===== src/rtl/seg7_pkg.sv =====
// Shared glyph constants and helpers for the multiplexed 7-segment driver.
package seg7_pkg;

    // Active-high glyphs, bit 6 = segment a ... bit 0 = segment g
    localparam logic [6:0] GLYPH_0     = 7'b1111110;
    localparam logic [6:0] GLYPH_1     = 7'b0110000;
    localparam logic [6:0] GLYPH_2     = 7'b1101101;
    localparam logic [6:0] GLYPH_3     = 7'b1111001;
    localparam logic [6:0] GLYPH_4     = 7'b0110011;
    localparam logic [6:0] GLYPH_5     = 7'b1011011;
    localparam logic [6:0] GLYPH_6     = 7'b1011111;
    localparam logic [6:0] GLYPH_7     = 7'b1110000;
    localparam logic [6:0] GLYPH_8     = 7'b1111111;
    localparam logic [6:0] GLYPH_9     = 7'b1111011;
    localparam logic [6:0] GLYPH_A     = 7'b1110111;
    localparam logic [6:0] GLYPH_B     = 7'b0011111;
    localparam logic [6:0] GLYPH_C     = 7'b1001110;
    localparam logic [6:0] GLYPH_D     = 7'b0111101;
    localparam logic [6:0] GLYPH_E     = 7'b1001111;
    localparam logic [6:0] GLYPH_F     = 7'b1000111;
    localparam logic [6:0] GLYPH_BLANK = 7'b0000000;

    // Nibble to active-high glyph; in BCD mode 10..15 have no glyph
    function automatic logic [6:0] nibble_to_glyph(input logic [3:0] nib, input logic hex);
        logic [6:0] g;
        case (nib)
            4'h0: g = GLYPH_0;
            4'h1: g = GLYPH_1;
            4'h2: g = GLYPH_2;
            4'h3: g = GLYPH_3;
            4'h4: g = GLYPH_4;
            4'h5: g = GLYPH_5;
            4'h6: g = GLYPH_6;
            4'h7: g = GLYPH_7;
            4'h8: g = GLYPH_8;
            4'h9: g = GLYPH_9;
            4'hA: g = GLYPH_A;
            4'hB: g = GLYPH_B;
            4'hC: g = GLYPH_C;
            4'hD: g = GLYPH_D;
            4'hE: g = GLYPH_E;
            default: g = GLYPH_F;
        endcase
        if (!hex && nib > 4'd9) g = GLYPH_BLANK;
        return g;
    endfunction

    // Bits needed for a counter running 0..n-1 (at least one bit)
    function automatic int cnt_w(input int n);
        return (n <= 1) ? 1 : $clog2(n);
    endfunction

endpackage


===== src/rtl/seg7_glyph.sv =====
// Combinational glyph lookup for the currently scanned digit.
module seg7_glyph
    import seg7_pkg::*;
(
    input  logic [3:0] i_nibble,
    input  logic       i_hex_mode,
    input  logic       i_blank,
    output logic [6:0] o_glyph
);

    // Forced blank wins over the nibble decode
    always_comb o_glyph = i_blank ? GLYPH_BLANK : nibble_to_glyph(i_nibble, i_hex_mode);

endmodule


===== src/rtl/seg7_scan_driver.sv =====
// Time-multiplexed N-digit 7-segment driver: frame-synchronous value update,
// dead time at each slot start, leading-zero blanking, decimal points, blink.
module seg7_scan_driver
    import seg7_pkg::*;
#(
    parameter int N_DIGITS       = 4,
    parameter int PRESCALE       = 1000,
    parameter int BLINK_FRAMES   = 64,
    parameter bit SEG_ACTIVE_LOW = 1'b1,
    parameter bit DIG_ACTIVE_LOW = 1'b1
) (
    input  logic                  i_clk,
    input  logic                  i_rst_n,
    input  logic [4*N_DIGITS-1:0] i_value,
    input  logic                  i_load,
    input  logic [N_DIGITS-1:0]   i_dp,
    input  logic                  i_hex_mode,
    input  logic                  i_blank_lz,
    input  logic                  i_blink_en,
    output logic [6:0]            o_segments,
    output logic                  o_dp,
    output logic [N_DIGITS-1:0]   o_digit_en,
    output logic                  o_frame
);

    localparam int PW = cnt_w(PRESCALE);
    localparam int IW = cnt_w(N_DIGITS);
    localparam int FW = cnt_w(BLINK_FRAMES);
    localparam logic [6:0]          SEG_OFF = {7{SEG_ACTIVE_LOW}};
    localparam logic [N_DIGITS-1:0] DIG_OFF = {N_DIGITS{DIG_ACTIVE_LOW}};

    logic [PW-1:0]         r_presc;
    logic [IW-1:0]         r_idx;
    logic [FW-1:0]         r_fcnt;
    logic                  r_phase;
    logic [4*N_DIGITS-1:0] r_shadow_val, r_active_val;
    logic [N_DIGITS-1:0]   r_shadow_dp, r_active_dp;
    logic                  r_pending;
    logic [6:0]            r_segments;
    logic                  r_dp;
    logic [N_DIGITS-1:0]   r_digit_en;
    logic                  r_frame;

    logic                  w_slot_end, w_wrap;
    logic [3:0]            w_nib;
    logic                  w_dp_sel, w_lz_blank, w_run;
    logic [6:0]            w_glyph;
    logic [N_DIGITS-1:0]   w_onehot;

    assign w_slot_end = (r_presc == PW'(PRESCALE - 1));
    assign w_wrap     = w_slot_end && (r_idx == IW'(N_DIGITS - 1));
    assign w_onehot   = N_DIGITS'(1) << r_idx;

    // Slot prescaler and digit index; index wrap marks the frame boundary
    always_ff @(posedge i_clk) begin
        if (!i_rst_n) begin
            r_presc <= '0;
            r_idx   <= '0;
        end else if (w_slot_end) begin
            r_presc <= '0;
            r_idx   <= w_wrap ? '0 : r_idx + 1'b1;
        end else begin
            r_presc <= r_presc + 1'b1;
        end
    end

    // Blink phase toggles after every BLINK_FRAMES complete frames
    always_ff @(posedge i_clk) begin
        if (!i_rst_n) begin
            r_fcnt  <= '0;
            r_phase <= 1'b0;
        end else if (w_wrap) begin
            if (r_fcnt == FW'(BLINK_FRAMES - 1)) begin
                r_fcnt  <= '0;
                r_phase <= ~r_phase;
            end else begin
                r_fcnt <= r_fcnt + 1'b1;
            end
        end
    end

    // Shadow takes every load; active only refreshes at a frame boundary so a
    // frame never mixes two values. A load on the boundary stays pending.
    always_ff @(posedge i_clk) begin
        if (!i_rst_n) begin
            r_shadow_val <= '0;
            r_shadow_dp  <= '0;
            r_active_val <= '0;
            r_active_dp  <= '0;
            r_pending    <= 1'b0;
        end else begin
            if (w_wrap && r_pending) begin
                r_active_val <= r_shadow_val;
                r_active_dp  <= r_shadow_dp;
                r_pending    <= 1'b0;
            end
            if (i_load) begin
                r_shadow_val <= i_value;
                r_shadow_dp  <= i_dp;
                r_pending    <= 1'b1;
            end
        end
    end

    // Select the scanned nibble; a digit is a leading zero when it and all
    // higher digits are zero (digit 0 is never blanked)
    always_comb begin
        w_nib      = 4'h0;
        w_dp_sel   = 1'b0;
        w_lz_blank = 1'b0;
        w_run      = 1'b1;
        for (int k = N_DIGITS - 1; k >= 0; k--) begin
            w_run = w_run && (r_active_val[4*k +: 4] == 4'h0);
            if (IW'(k) == r_idx) begin
                w_nib      = r_active_val[4*k +: 4];
                w_dp_sel   = r_active_dp[k];
                w_lz_blank = w_run && (k != 0);
            end
        end
    end

    seg7_glyph u_glyph (
        .i_nibble   (w_nib),
        .i_hex_mode (i_hex_mode),
        .i_blank    (w_lz_blank && i_blank_lz),
        .o_glyph    (w_glyph)
    );

    // Registered pins; digit enable held off on slot count 0 and in blink-off phase
    always_ff @(posedge i_clk) begin
        if (!i_rst_n) begin
            r_segments <= SEG_OFF;
            r_dp       <= SEG_ACTIVE_LOW;
            r_digit_en <= DIG_OFF;
            r_frame    <= 1'b0;
        end else begin
            r_segments <= w_glyph ^ SEG_OFF;
            r_dp       <= w_dp_sel ^ SEG_ACTIVE_LOW;
            r_digit_en <= ((r_presc == '0) || (i_blink_en && r_phase)) ? DIG_OFF
                                                                       : (w_onehot ^ DIG_OFF);
            r_frame    <= w_wrap;
        end
    end

    assign o_segments = r_segments;
    assign o_dp       = r_dp;
    assign o_digit_en = r_digit_en;
    assign o_frame    = r_frame;

endmodule


===== config.mk =====
export PLATFORM = sky130hd
export DESIGN_NAME = seg7_scan_driver
export DESIGN_NICKNAME = d
export VERILOG_FILES = /design/src/rtl/seg7_pkg.sv /design/src/rtl/seg7_glyph.sv /design/src/rtl/seg7_scan_driver.sv
export SDC_FILE = /design/constraint.sdc
export NUM_CORES = 1
export LEC_CHECK = 0
export BUFFER_PORTS_ARGS = -buffer_cell sky130_fd_sc_hd__buf_2
export CORE_ASPECT_RATIO = 1.5
export CORE_MARGIN = 10
export CORE_UTILIZATION = 55
export DETAILED_ROUTE_END_ITERATION = 8
export PLACE_DENSITY = 0.76
export SLEW_MARGIN = 20
export SYNTH_ARGS = -nofsm -noshare
export SYNTH_HDL_FRONTEND = slang
export SYNTH_HIERARCHICAL = 1
export SYNTH_SLANG_ARGS = --single-unit

===== constraint.sdc =====
create_clock -name i_clk -period 2.95 [get_ports i_clk]
set_input_delay 0.295 -clock i_clk [delete_from_list [all_inputs] [get_ports i_clk]]
set_output_delay 0.295 -clock i_clk [all_outputs]
set_load 0.02 [all_outputs]

* Word level (Yosys, flattened, before mapping) *
Memories as Yosys holds them, arrays and structs flattened.
Index checks and enable logic that the tools add are counted.

storage, ports and cells
  register bits after elaboration = 73
  bits in read-only memories = 112
  logic and storage cells = 66
  memories kept = 1

memories
  memory            depth  width  rd ports  clocked after Yosys merged registers in  wr ports  line            source
  (name not given)  16     7      1         0                                        0         seg7_pkg.sv:26  case (nib)

cells by class
  add/sub/neg operators = 3
  order comparisons = 1
  equality and inequality tests = 6
  shifts and indexed selects = 1
  muxes and demuxes = 18
  bitwise operators = 5
  reductions and logical operators = 18

operators with widths
  operator               count
  $mux 4                 4
  $mux 7                 2
  $logic_not 4->1        3
  $add 10x1->10 const B  1
  $eq 10x10->1 const B   1
  $logic_not 10->1       1
  $mux 1                 10
  $logic_and 1x1->1      7
  $not 7->7              1
  $add 6x1->6 const B    1
  $eq 6x6->1 const B     1
  $mux 6                 1
  $eq 2x2->1 const A     2
  $gt 4x4->1 const B     1
  $not 4->4              1
  $reduce_or 2->1        2
  $shl 1x2->4 const A    1
  $not 1->1              3
  $add 2x1->2 const B    1
  $eq 1x2->1 const A     1
  $eq 2x2->1 const B     1
  $logic_not 2->1        1
  $mux 2                 1
  $reduce_and 2->1       1
  other kinds (3)        3

* Depth between registers and ports, before layout *
Gate-level depths: netlist (run 1).

  depth in word-level cells = 10
  depth in mapped cells = 13
  gate-level depth less buffers = 12

* Hierarchy *
Netlist (run 1), hierarchy kept.

by module, submodules not included
  module            instances  cells an instance  area each (um^2)  seq. area each (um^2)
  seg7_scan_driver  1          337                2941.6            1461.4
  seg7_glyph        1          38                 272.8             0.0

* Worst setup path after synthesis (run 1) *
Ideal clock, no wire load.

  path kind = register to register
  start = reg r_idx[0]
  end = reg r_segments[3], in the netlist o_segments[3]
  library setup time = 0.125 ns
  arrival = 2.540 ns
  data required time = 2.825 ns
  path slack = 0.285 ns
  cell stages (with the launch flop) = 14
  path buffers = 1
  period minus slack after synthesis = 2.665 ns
  path through = dfxtp_1 -> inv_1 -> ha_1 -> clkbuf_1 -> nand3b_1 -> a21oi_1 -> a21oi_1 -> o21ai_0 -> inv_1 -> ha_1 -> inv_1 -> mux4_2 -> nor2_1 -> nand2_1

between the ends
  longest elaborated chain between the ends = 10

RTL lines
  what                    line                     source
  start, declared         seg7_scan_driver.sv:33   logic [IW-1:0] r_idx;
  start signal, assigned  seg7_scan_driver.sv:61   r_idx <= w_wrap ? '0 : r_idx + 1'b1;
  $eq 2x2->1              seg7_scan_driver.sv:114  if (IW'(k) == r_idx) begin
  $mux 4 (3 in a row)     seg7_scan_driver.sv:114
  $mux 4 *                seg7_scan_driver.sv:114
  net w_nib[0]            seg7_scan_driver.sv:45   logic [3:0] w_nib;
  $gt 4x4->1              seg7_pkg.sv:44           if (!hex && nib > 4'd9) g = GLYPH_BLANK;
  $logic_and 1x1->1       seg7_pkg.sv:44
  $mux 7 *                seg7_pkg.sv:44
  $mux 7 *                seg7_glyph.sv:12         always_comb o_glyph = i_blank ? GLYPH_BLANK : nibble_to_glyph(i_nibble, i_hex_mode);
  net w_glyph[3]          seg7_scan_driver.sv:47   logic [6:0] w_glyph;
  $not 7->7 (no line) *   -
  end signal, assigned    seg7_scan_driver.sv:137  r_segments <= w_glyph ^ SEG_OFF;
  end, declared           seg7_scan_driver.sv:39   logic [6:0] r_segments;

The timed path passes the listed nets; every way through them passes the cells marked *.
A chain may end at the register's enable or synchronous reset.

* Final worst setup path (run 1) *
Ends and elaborated chain as after synthesis.

==> results of run 1 <==
[logic make-up after synthesis]
| kind of cell | Yosys count |
|---|---|
| AND/OR/NAND/NOR | 161 |
| flip-flops | 73 |
| AO/OA/AOI/OAI | 60 |
| buffers and inverters | 37 |
| multiplexers | 24 |
| adder cells (fa/ha/maj) | 12 |
| XOR/XNOR | 8 |
[final cells by class]
class                   instances  area, um^2
well taps                      72       90.09
clock inverters                 5       102.6
multi-input cells             265        1597
fillers                       484        2059
repair buffers                 45       242.7
clock buffers                  11       141.4
inverters                      13       48.80
flip-flops and latches         73        1461
[layer usage]
metal	up-vias	track usage [%]	share of wire, %
met2	56	22.85	48
met4	0	7.403	2.2
li1	1342	-	-
met3	12	5.354	6.5
met5	-	0	0
met1	1192	16.27	43
[power by group]
part	switching, mW	internal [mW]	total [mW]
logic	0.0585	0.0430	0.102
registers	0.0140	1.01	1.03
clock network	0.352	0.583	0.936
[stage by stage]
stage	setup WS [ps]	cell area, um^2
after floorplan	284.7	3214
after global placement	293.6	3440
after detailed placement	155.0	3440
after CTS	136.6	3684
after global routing	73.73	3684
final	280.5	3684
[state kept, by name, indices dropped and copies added (netlist names)]
signal and flops:
r_idx 2, o_frame 1, r_pending 1, r_fcnt 6
o_segments 7, r_presc 10, r_shadow_dp 4, r_active_val 16
o_digit_en 4, o_dp 1, r_active_dp 4, r_shadow_val 16
r_phase 1
[path summary, 6_finish.rpt]
check | end | slack, ps | cells past startpoint
max | o_segments[3] | 280 | 12
min | r_shadow_val[1] | 180 | 3
max reg2reg | o_segments[3] | 280 | 12
min reg2reg | r_active_val[10] | 460 | 2
[placed cells by master, fill, tap and decap left out, drive strengths merged, types with 4 or more instances in the layout]
master	count
dfxtp	73
nand2	56
buf	45
nor2	40
nand3	30
o21ai	30
mux2i	23
a21oi	17
inv	13
ha	12
clkbuf	11
xnor2	6
nand3b	5
nor3	5
nor4	4
a211oi	4
[tightest hold or removal path: cells and delay by family]
kind	cells	cell delay (ps)
AND/OR/NAND/NOR	1	70
buffers and inverters	1	70
multiplexers	1	50
[cell usage after synthesis (2+ instances only)]
| cell type | count |
|---|---|
| and2_1 | 2 |
| nand4_1 | 2 |
| nor4_1 | 4 |
| mux2i_1 | 23 |
| clkbuf_1 | 15 |
| nand3b_1 | 5 |
| and3_1 | 3 |
| a211oi_1 | 4 |
| nand2_1 | 56 |
| ha_1 | 12 |
| xnor2_1 | 6 |
| xor2_1 | 2 |
| buf_2 | 5 |
| a221oi_1 | 2 |
| a21oi_1 | 17 |
| or3_1 | 3 |
| nor3_1 | 5 |
| or4_1 | 2 |
| nor2_1 | 40 |
| or3b_1 | 2 |
| buf_1 | 2 |
| o21ai_0 | 30 |
| dfxtp_1 | 73 |
| inv_1 | 13 |
| nand3_1 | 29 |
==> impl_metrics.yaml, run 1 <==
run_status:
  status: "complete, no violations"
setup_path:
  crit_chain: "inv_1 -> ha_1 -> nand3b_1 -> a21oi_1 -> a21oi_1 -> o21ai_1 -> inv_1 -> ha_1 -> inv_1 -> mux4_2 -> nor2_1 -> nand2_1"
  end_kind: "flop"
  worstSetupStartpointType: "flop"
  required_ps: 3170
  path_max_fanout: 8
  crit_start: "r_idx[0]"
  cp_data_arrival_time_ps: 2890
  worst_path_max_delay_cell: "mux4_2"
  cp_slowest_stage_delay_ps: 450
  path_buf_inv: 3
  crit_type: "flop to flop"
  cpMostUsedCell: "inv_1"
  cp_top_family: "adder cells"
  r2r-start: "r_idx[0]"
place:
  dp_hpwl_um: 4467
  dpl.cell_count: 468
  gp_congestion: 0.8475
  io_buffer_count: 38
synthesis:
  synth-simple-area-share_pct: 24.33
  synth-edff-count: 0
  synthAdderAreaFrac_pct: 4.671
  ys_ff_latch: 73
  synth_top_family_by_area: "simple AND/OR/NAND/NOR gates"
  yosysSeqAreaShare_pct: 45.47
  synth_cell_type_count: 43
  syn_inst: 375
  yosysTopAreaCellShare_pct: 45.47
  synth_compound_area_share_pct: 10.63
  syn_avg_cell_area_um2: 8.572
  synth_ff_type: "dfxtp_1"
  synth_fp_nets: 413
  synth_top_area_cell: "dfxtp_1"
  yosysWarningCount: 6
  synthMuxAreaShare_pct: 7.863
  yosys-top-cells-area: "dfxtp_1, mux2i_1, nand2_1"
  syn_area_mm2: 0.003214
  synth_xor_area_share_pct: 2.180
  async_flop_share_pct: 0
sta:
  max_freq_mhz: 374.6
  fin_crit_sh_pct: 90.49
  hold_slack_ps: 178.5
  worst_slew_pin_slew_ps: 603.2
  finalClockSkew_ps: 9.301
  rsz0062_at_grt: "false"
  layout_min_cycle_time_ps: 2670
  finalSetupViolCount: 0
  setup-tns-final_ps: 0
  maxSlewHeadroom_pct: 59.79
  maxSlewViolCount: 0
  hold_viol_final: 0
pwr:
  p_per_area_mw_per_mm2: 560.0
  p_leak_nw: 1.485
  power_mw: 2.063
  peakVddDrop_uv: 387.8
detailed_routing:
  drc: 0
  routed_wl_um: 6358
  drt-initial-drc-count: 169
  via_per_inst: 5.376
  detail-route-antenna-nets: 0
  first_pass_iters: 4
  num_vias: 2602
  post_drt_wl_per_cell_um: 13.14
die:
  start_util_pct: 55.97
  io_pins: 39
  rows: 34
  die_y_um: 113.6
  core_mm2: 0.005743
  die_area_mm2: 0.009365
  die_w_um: 82.42
cells_and_area:
  utilization_pct: 64.14
  final_nets: 445
  drive_above_1_share_pct: 16.26
  synthToLayoutAreaGrowth_pct: 14.60
  final_cells: 484
  antenna_cells: 0
clock_network:
  clk_latency_ps: 350
  cts_hold_buf: 0
  cts_setup_buffers: 0
  cts-buffers-inserted: 9
  cts_resized: 0
  cts_sinks: 73
  cts_tree: "yes"
  cts_buffer_depth: 2
  cts_root_buffer: "clkbuf_8"
  clk_pin_slew_ps: 80
  cts_htree_levels: 3
global_route:
  grt_pass1_vias: 2451
  grt_start_max_net_pins: 54
  overflow: 0
  grt_antenna_before_repair: 0
  grt_pass1_wl_um: 10830
  grt_usage_pct: 14.42
worst_hold_path:
  hold_class: "input port to flop"
  min_from: "i_value[1]"
job:
  cap_violations: 0
Power figures use the tool's default switching activity.
==> run 2, diff against run 1 <==
- CORE_UTILIZATION: 55 -> 52
- PLACE_DENSITY: 0.76 -> 0.75
- clock period: 2.95 -> 2.44 ns (I/O delays scaled with it)
==> impl_metrics.yaml, run 2 (synthesized netlist as in run 1, its figures left out) <==
run_status:
  status: "complete, no violations"
detailed_routing:
  wl_met1_um: 2784
  detail-route-antenna-nets: 0
  maxUsedRoutingLayer: "met4"
  met3_wirelength_um: 321
  num_vias: 2642
  post_drt_wl_per_cell_um: 13.16
  drt-initial-drc-count: 159
  wl_met2_um: 3228
  routed_wl_um: 6463
  via_per_inst: 5.381
  first_pass_iters: 4
  drc: 0
pwr:
  p_switching_mw: 0.5205
  clkPwrFrac_pct: 42.4
  power_mw: 2.365
  peakVddDrop_uv: 412.3
  power.sequential.fraction_pct: 52.4
  p_per_area_mw_per_mm2: 632.8
  p_leak_nw: 1.501
  internal-power_mw: 1.845
  power_frac_comb_pct: 5.2
  swShare_pct: 22.01
clock_network:
  cts_hold_buf: 0
  cts-buffers-inserted: 9
  cts_buffer_depth: 2
  clk_latency_ps: 350
  cts_htree_levels: 3
  cts_sinks: 73
  cts_tree: "yes"
  clk_pin_slew_ps: 70
  cts_root_buffer: "clkbuf_8"
sta:
  finalClockSkew_ps: 5.363
  fin_ws_ps: 109.8
  layout_min_cycle_time_ps: 2330
  maxSlewHeadroom_pct: 56.51
  maxSlewViolCount: 0
  max_freq_mhz: 429.1
  finalSetupViolCount: 0
  hold_slack_ps: 126.5
  fin_crit_sh_pct: 95.50
  setup-tns-final_ps: 0
  hold_viol_final: 0
  worst_slew_pin_slew_ps: 651.6
place:
  dpl.cell_count: 473
  dp_slack_ps: -20.77
  placed_area_mm2: 0.003472
  io_buffer_count: 38
  dp_hpwl_um: 4725
  gp_congestion: 0.8628
cells_and_area:
  final_common_cell: "dfxtp_1"
  final_cells: 491
  synthToLayoutAreaGrowth_pct: 16.27
  layout_common_cells: "dfxtp_1, nand2_1, nor2_1, buf_2, nand3_1"
  reg_top3: "r_active_val (16), r_shadow_val (16), r_presc (10)"
  antenna_cells: 0
  drive_above_1_share_pct: 20.62
  final_nets: 451
  fill_cells: 542
  fin_area_mm2: 0.003737
  utilization_pct: 61.40
setup_path:
  crit_type: "flop to flop"
  end_kind: "flop"
  worstSetupStartpointType: "flop"
  cp_data_arrival_time_ps: 2560
  path_max_fanout: 6
  required_ps: 2670
die:
  rows: 35
  start_util_pct: 52.81
  core_mm2: 0.006087
  die_y_um: 116.3
  die_area_mm2: 0.009791
  die_w_um: 84.20
  io_pins: 39
global_route:
  grt_pass1_wl_um: 11020
  overflow: 0
  grt_pass1_vias: 2572
  grt_usage_pct: 13.43
  grt_start_max_net_pins: 41
  grt_antenna_before_repair: 0
job:
  cap_violations: 0
worst_hold_path:
  hold_class: "input port to flop"
-- run 2: changes by cell type in the layout (fill, tap and decap cells not counted), moves of 2 or more --
cell,change
ha_1,-5
inv_1,-3
inv_2,+3
buf_4,+6
o21ai_1,-2
ha_2,+4
dfxtp_1,-2
o21ai_2,+2
-- run 2: worst paths after layout --
kind                                  startpoint               end  slack, ps  cells past startpoint
worst min register to register  r_shadow_val[12]  r_active_val[12]        460                      2
worst max register to register          r_idx[0]     o_segments[3]        110                     12
worst min-delay path                  i_value[6]   r_shadow_val[6]        130                      3
worst max-delay path                    r_idx[0]     o_segments[3]        110                     12
-- run 2: timing repair --
item	4_1_cts	5_1_grt
setup buffers	1	2
pin swaps	1	2
endpoints found under the setup margin	4	7
resized for setup	0	13
-- run 2: area by class of cell --
| class | count | area, um^2 | share of cell area [%] |
|---|---|---|---|
| clock buffers | 10 | 127.6 | 3.415 |
| clock inverters | 5 | 81.33 | 2.176 |
| inverters | 13 | 48.80 | 1.306 |
| multi-input cells | 265 | 1633 | 43.69 |
| flip-flops and latches | 73 | 1466 | 39.24 |
| well taps | 74 | 92.59 | 2.477 |
| repair buffers | 51 | 287.8 | 7.700 |
-- run 2: worst max-delay path: stages, from the launching register on --
cell      delay, ps
dfxtp_4         370
inv_2            50
ha_4            170
nand3b_1        150
a21oi_1         150
a21oi_1          70
o21ai_2         240
inv_2            60
ha_2            310
inv_1            50
mux4_2          460
nor2_2           90
nand2_1          40
-- run 2: power by group through the flow --
stage	Combinational [mW]	Clock [mW]	Sequential [mW]
floorplan	0.0748	0	1.27
global placement	0.124	0	1.27
detailed placement	0.126	0	1.27
CTS	0.127	1.03	1.24
global route	0.141	1.08	1.24
finish	0.124	1.00	1.24
-- run 2: per-layer routing --
layer / vias up / track usage, %
met1: 1215 / 14.29
met4: 0 / 5.599
met2: 50 / 23.70
met5: - / 0
li1: 1363 / -
met3: 14 / 4.536
==> run 3, diff against run 2 <==
- PLACE_DENSITY: 0.75 -> default
- PLACE_DENSITY_LB_ADDON: default -> 0.15
==> impl_metrics.yaml, run 3 (synthesized netlist as in run 1, its figures left out) <==
cells_and_area:
  synthToLayoutAreaGrowth_pct: 17.79
  final_nets: 452
  fin_area_mm2: 0.003786
  antenna_cells: 0
  reg_top3: "r_active_val (16), r_shadow_val (16), r_presc (10)"
  final_common_cell: "dfxtp_1"
  layout_common_cells: "dfxtp_1, nand2_1, nor2_1, buf_2, nand3_1"
  drive_above_1_share_pct: 21.48
global_route:
  grt_start_max_net_pins: 41
  grt_pass1_vias: 2515
  grt_usage_pct: 13.70
  overflow: 0
  grt_antenna_before_repair: 0
  grt_pass1_wl_um: 11230
die:
  die_area_mm2: 0.009791
  io_pins: 39
  die_y_um: 116.3
  die_w_um: 84.20
  core_mm2: 0.006087
  start_util_pct: 52.81
  rows: 35
setup_path:
  worstSetupStartpointType: "flop"
  path_max_fanout: 5
  end_kind: "flop"
  cp_slowest_stage_delay_ps: 440
  r2r_setup_slack_ps: 120
  crit_type: "flop to flop"
  required_ps: 2660
  r2r-start: "r_idx[0]"
  crit_start: "r_idx[0]"
  cp_data_arrival_time_ps: 2540
  timing.rr.end: "o_segments[3]"
  crit_chain: "inv_4 -> ha_4 -> nand3b_1 -> a21oi_2 -> a21oi_2 -> o21ai_2 -> inv_2 -> ha_4 -> inv_2 -> mux4_2 -> nor2_1 -> nand2_1"
  r2r_cells: 12
  worst_path_max_delay_cell: "mux4_2"
detailed_routing:
  routed_wl_um: 6716
  detail-route-antenna-nets: 0
  post_drt_wl_per_cell_um: 13.62
  via_per_inst: 5.288
  num_vias: 2607
  first_pass_iters: 5
  drt-initial-drc-count: 93
  drc: 0
sta:
  hold_viol_final: 0
  layout_min_cycle_time_ps: 2324
  finalClockSkew_ps: 9.437
  setup-tns-final_ps: 0
  maxSlewViolCount: 0
  maxSlewHeadroom_pct: 60.61
  finalSetupViolCount: 0
  worst_slew_pin_slew_ps: 590.9
  max_freq_mhz: 430.3
  fin_crit_sh_pct: 95.23
clock_network:
  cts_htree_levels: 3
  cts_sinks: 73
  cts_tree: "yes"
  cts_root_buffer: "clkbuf_8"
  clk_latency_ps: 340
  cts_buffer_depth: 2
  clk_pin_slew_ps: 70
  cts_hold_buf: 0
  cts-buffers-inserted: 9
pwr:
  p_per_area_mw_per_mm2: 631.7
  power_frac_comb_pct: 5.1
  swShare_pct: 21.57
  power_mw: 2.392
  peakVddDrop_uv: 540.1
  internal-power_mw: 1.876
  power.sequential.fraction_pct: 51.8
  p_switching_mw: 0.5160
  p_leak_nw: 1.519
  clkPwrFrac_pct: 43.1
worst_hold_path:
  hold_class: "input port to flop"
  min_from: "i_value[2]"
  holdPathStages: 3
  min_to: "r_shadow_val[2]"
place:
  dp_hpwl_um: 4740
  placed_area_mm2: 0.003465
  io_buffer_count: 38
  gp_congestion: 0.8208
job:
  cap_violations: 0
run_status:
  status: "complete, no violations"
[run 3: layout make-up]
cell class              instances  area, um^2
fillers                       546        2301
repair buffers                 52       295.3
multi-input cells             265        1660
inverters                      13       51.30
clock buffers                  11       141.4
clock inverters                 5       78.83
flip-flops and latches         73        1466
well taps                      74       92.59
[run 3: worst max-delay path by stage]
stage | to | slack [ps]
after global routing | o_segments[3] | -30
final | o_segments[3] | 120
after floorplan | o_segments[3] | 7
after CTS | o_segments[3] | 4
after global placement | o_segments[3] | 90
after detailed placement | o_segments[3] | -10
[run 3: critical path, delay by kind of cell (launching register included)]
| kind | cells | cell delay [ps] |
|---|---|---|
| buffers and inverters | 3 | 180 |
| DFF | 1 | 390 |
| adders and majority gates | 2 | 440 |
| muxes | 1 | 440 |
| and+or+nand+nor | 3 | 320 |
| AOI/OAI and AO/OA | 3 | 440 |
[run 3: metal layers]
| metal | wire length, um | track usage, % | share of wire (%) |
|---|---|---|---|
| met5 | 0 | 0 | 0 |
| met4 | 171 | 6.495 | 2.5 |
| met3 | 327 | 4.117 | 4.9 |
| met2 | 3153 | 23.14 | 47 |
| met1 | 3063 | 15.43 | 46 |
[run 3: timing repair]
action / CTS / global route
buffers inserted: 0 / 5
endpoints found under the setup margin: 1 / 7
pin swaps: 1 / 4
endpoints found under the hold margin: 0 / 0
resized for setup: 0 / 18
[run 3: power by group through the flow]
| stage | sequential, mW | combinational [mW] | clock, mW |
|---|---|---|---|
| after floorplan | 1.27 | 0.0748 | 0 |
| after global placement | 1.27 | 0.122 | 0 |
| after detailed placement | 1.27 | 0.125 | 0 |
| after CTS | 1.24 | 0.125 | 1.06 |
| after global routing | 1.24 | 0.141 | 1.11 |
| final | 1.24 | 0.123 | 1.03 |
[run 3: through the flow]
stage          utilization (%)  cells  hold slack, ps  setup slack [ps]
2_1_floorplan                -    375           391.2             7.492
3_3_place_gp             56.92    472           447.9             87.40
3_5_place_dp             56.92    472           451.4            -10.05
4_1_cts                  60.53    488           119.0             4.165
5_1_grt                  62.20    493           126.2            -25.49
6_report                 62.20    493           133.3             116.3
